`src/rtl/example2_core.sv`:
```
// Registered two-input logic unit with a saturating rising-edge counter on y
// and an overlapping 1-0-1 pattern detector on the y stream.
module example2_core #(
    parameter int unsigned CNT_W = 8
) (
    input  logic             clk,
    input  logic             rst,
    input  logic             a,
    input  logic             b,
    input  logic [1:0]       op,
    input  logic             clr,
    output logic             y,
    output logic [CNT_W-1:0] edge_cnt,
    output logic             seq_hit
);

    typedef enum logic [1:0] {
        OP_AND  = 2'b00,
        OP_OR   = 2'b01,
        OP_XOR  = 2'b10,
        OP_NAND = 2'b11
    } op_e;

    typedef enum logic [1:0] {
        S0  = 2'b00,
        S1  = 2'b01,
        S10 = 2'b10
    } state_e;

    logic   f_next;
    logic   y_d;
    logic   rise;
    logic   cnt_max;
    state_e state_q;
    state_e state_d;
    logic   hit_d;

    always_comb begin
        f_next = 1'b0;
        unique case (op_e'(op))
            OP_AND:  f_next = a & b;
            OP_OR:   f_next = a | b;
            OP_XOR:  f_next = a ^ b;
            OP_NAND: f_next = ~(a & b);
            default: f_next = 1'b0;
        endcase
    end

    always_ff @(posedge clk) begin
        if (rst) begin
            y   <= 1'b0;
            y_d <= 1'b0;
        end else begin
            y   <= f_next;
            y_d <= y;
        end
    end

    assign rise    = y & ~y_d;
    assign cnt_max = (edge_cnt == '1);

    // clr takes priority over a concurrent rise; the counter holds at all-ones
    always_ff @(posedge clk) begin
        if (rst) begin
            edge_cnt <= '0;
        end else if (clr) begin
            edge_cnt <= '0;
        end else if (rise && !cnt_max) begin
            edge_cnt <= edge_cnt + 1'b1;
        end
    end

    always_ff @(posedge clk) begin
        if (rst) begin
            state_q <= S0;
            seq_hit <= 1'b0;
        end else begin
            state_q <= state_d;
            seq_hit <= hit_d;
        end
    end

    // S10 returns to S1 on a hit so that 1,0,1,0,1 reports twice
    always_comb begin
        state_d = state_q;
        hit_d   = 1'b0;
        unique case (state_q)
            S0:  if (y) state_d = S1;
            S1:  if (!y) state_d = S10;
            S10: begin
                if (y) begin
                    state_d = S1;
                    hit_d   = 1'b1;
                end else begin
                    state_d = S0;
                end
            end
            default: state_d = S0;
        endcase
    end

endmodule

```
`config.mk`:
```
export PLATFORM = sky130hd
export DESIGN_NAME = example2_core
export DESIGN_NICKNAME = d
export VERILOG_FILES = /design/src/rtl/example2_core.sv
export SDC_FILE = /design/constraint.sdc
export NUM_CORES = 1
export LEC_CHECK = 0
export BUFFER_PORTS_ARGS = -buffer_cell sky130_fd_sc_hd__clkbuf_2
export CORE_ASPECT_RATIO = 0.9
export CORE_MARGIN = 2
export CORE_UTILIZATION = 41
export CTS_CLUSTER_SIZE = 12
export DETAILED_ROUTE_END_ITERATION = 10
export PLACE_DENSITY = 0.75
export SLEW_MARGIN = 20
export SYNTH_ARGS = -nofsm -noshare
export SYNTH_HDL_FRONTEND = slang
export SYNTH_SLANG_ARGS = --single-unit
```
`constraint.sdc`:
```
create_clock -name clk -period 1.6 [get_ports clk]
set_input_delay 0.24 -clock clk [delete_from_list [all_inputs] [get_ports clk]]
set_output_delay 0.24 -clock clk [all_outputs]
set_load 0.01 [all_outputs]
```
==> results.md <==
* Source-to-sink clock delay at the later pin of the worst-skew pair at between 0.2 and 0.3 ns
* Clock Tree Buf Depth at 2
* DRT Pass-1 Iters at 2
* Worst-case register-to-register setup slack at about 0.16 ns
* Die Ht at between 40 and 50 um
* Vias after detailed routing at 517
* Maximum level of the CTS H-tree at 1
* Min Clock Period, post-route at between 1 and 1.5 ns
* Reg-to-reg endpoint: edge_cnt[5]$_SDFFE_PP0P_
* Net count after synthesis at 75
* Number of cells upsized or downsized after cts at 0
* Max-slew violation count at 0
* Setup Slack @ Placement at about 0.19 ns
* Number of cell instances on the worst register-to-register path at 5
* Boundary Pins at 17
* Post-route insts no fill at between 90 and 100
* Number of antenna violations at the first check in global routing at 0
* Count of input and output buffers at 16
* Power per cell area at between 800 and 900 nW/um^2
* Mean cell area of the mapped netlist at 9.20 sq um
* Number of antenna diodes at 0
* Vias per cell at between 5 and 6
* Worst flop-to-flop path startpoint: edge_cnt[0]$_SDFFE_PP0P_
* Post-synthesis cell area at roughly 600 sq um
* Post-route setup TNS at 0 ns
* Setup repair after global routing missed its margin: no
* DP Wirelength at between 800 and 900 um
* Worst slew pin tran at ~0.44 ns
* Core region area at roughly 1400 sq um
* Largest area contributor in the synthesized netlist: sky130_fd_sc_hd__dfxtp_1
* RD Place Congestion at 0.773
* Async set-reset flop share out of synthesis at 0%
* Clock tree from TritonCTS: done
* First-pass GRT wire length at between 1.5 and 2 mm
* Critical path start-end classification: register to register
* Leakage dissipation at approximately 0.32 nW
* Fraction of the yosys area taken by sequential cells at between 40% and 50%
* Area growth from synthesis to final layout at 19.9%
* Cell variety after synth at 31
* Count of final hold-check violations at 0
* Net total in the final layout at 95
* Maximum operating frequency at between 600 and 700 MHz
* Highest-count cells in the layout ignoring fill and taps: sky130_fd_sc_hd__clkbuf_2 (16), sky130_fd_sc_hd__dfxtp_1 (13), sky130_fd_sc_hd__nor2_1 (6), sky130_fd_sc_hd__a21oi_1 (6), sky130_fd_sc_hd__inv_1 (4)
* Global-route usage over all layers at around 14%
* Clock sinks at 13
* Startpoint of the worst setup timing path: edge_cnt[0]$_SDFFE_PP0P_
* Root Driver: sky130_fd_sc_hd__clkbuf_4
* Post-layout power at 0.580 mW
* Depth of the worst hold-timing path at 2
* Number of warnings reported in the yosys synthesis log at 0
* Number of DRC markers in iteration 0 at 10
* Kind of start point of the critical path: register
* Remaining global-route overflow at 0
* Initial core utilization at about 43%
* Crit Path Max Fanout at 4
* Data required time at the worst endpoint at roughly 1.8 ns
* Source of the worst hold timing path: rst
* Most common cell after layout, fill and taps aside: sky130_fd_sc_hd__clkbuf_2
* Number of enable flip-flop cells after synthesis at 0
* Hold Crit Class: input port to register
* Clock slew at the register clock pins of the worst setup and hold paths at roughly 0.080 ns
* Setup Skew at roughly 0.0010 ns
* CP endpoint kind: register
* Mean routed wirelength per cell at 10.8 um
* WHS Endpoint: y$_SDFF_PP0_
* Share of cells above drive strength 1 at 29.8%
* Number of cell rows at 13
* Number of buffers inserted to repair setup after CTS at 0
* Cell types occupying the most area after synthesis: sky130_fd_sc_hd__dfxtp_1 (44%), sky130_fd_sc_hd__ha_1 (6.3%), sky130_fd_sc_hd__a21oi_1 (5.0%)
* Vias in the first global route at 420
* Area of the die at 1780 sq um
* Worst supply voltage drop on vdd at a little over 0.6 mV
* Tightest slew margin relative to the limit at between 70% and 80%
* Crit path DAT at 1.65 ns
* Layout Utilization at 51.3%
* Antenna Violating Nets Remaining at 0
* Remaining routing DRC violations at 0
* Width of the die at 44.3 um
* Gate Count Post-Synth at 65
* Top cell type's share of synthesized area at a little over two fifths
* Max_cap viols at 0
* Outcome: complete, no violations
* Top_reg_cell synth: sky130_fd_sc_hd__dfxtp_1
* Setup-failing EPs final at 0
* Maximum number of pins on one net before global-route repair at 9
* CTS Buf Count at 3
* Synth Register Bits at 13
* Fin crit share at about 90%
* Routed wire length at 1.07 mm
* Hold buffers post-CTS at 0
* Worst setup slack after layout at about 0.16 ns
* Placed insts at 95
stage by stage:
| step | cell area, sq um | hold slack, ns |
|---|---|---|
| detailed placement | 689 | 0.433 |
| floorplan | 598 | 0.312 |
| global placement | 689 | 0.427 |
| CTS | 717 | 0.142 |
| finish | 717 | 0.156 |
| global route | 717 | 0.161 |
sequential cells by signal (all words and copies together), names as in the netlist:
name / count
y: 1
state_q: 2
seq_hit: 1
y_d: 1
edge_cnt: 8
layer usage:
| layer | part of all wire (%) | wire, um | global-route usage [%] |
|---|---|---|---|
| met1 | 47 | 504 | 16.7 |
| met2 | 45 | 483 | 21.3 |
| met3 | 6.3 | 68 | 7.21 |
| met4 | 1.5 | 16 | 4.55 |
| met5 | 0 | 0 | 0 |
cell usage after synthesis (all sizes together), types with 2 or more instances:
cell,count
and3,2
mux2i,3
dfxtp,13
nor2,7
inv,4
a21oi,6
nor3,2
o21ai,2
ha,3
nand2,4
xor2,2
logic make-up after synthesis:
logic type / share of synthesized area, %
muxes: 5.02
xor gates and xnor gates: 2.93
buffers and inverters: 3.77
DFF: 43.5
and+or+nand+nor: 25.5
adders and majority gates: 6.28
AOI/OAI and AO/OA: 13.0
critical path: stages (launching register included):
cell and delay [ns]:
sky130_fd_sc_hd__dfxtp_1 0.35, sky130_fd_sc_hd__ha_1 0.25, sky130_fd_sc_hd__nand3_1 0.12, sky130_fd_sc_hd__nor2_2 0.06, sky130_fd_sc_hd__or4_1 0.46, sky130_fd_sc_hd__a21oi_1 0.14
power breakdown:
group	internal (mW)	switching (mW)	leakage, nW
registers	0.330	0.00594	0.105
clock network	0.0926	0.106	0.0177
logic	0.0230	0.0227	0.196
total	0.446	0.134	0.319
layout make-up:
class	instances	area [sq um]
fill	139	682
multi-input combinational	47	315
sequential	13	260
timing repair buffer	16	80.1
clock buffer	3	22.5
tap	15	18.8
inverter	4	15.0
clock inverter	1	5.00
how the worst max path moves through the flow:
stage                                    end  slack (ns)  cells past startpoint
floorplan           edge_cnt[5]$_SDFFE_PP0P_        0.20                      5
global placement    edge_cnt[5]$_SDFFE_PP0P_        0.21                      5
detailed placement  edge_cnt[5]$_SDFFE_PP0P_        0.19                      5
finish              edge_cnt[5]$_SDFFE_PP0P_        0.16                      5
CTS                 edge_cnt[5]$_SDFFE_PP0P_        0.16                      5
global route        edge_cnt[5]$_SDFFE_PP0P_        0.05                      5
(Power assumes the default switching activity.)
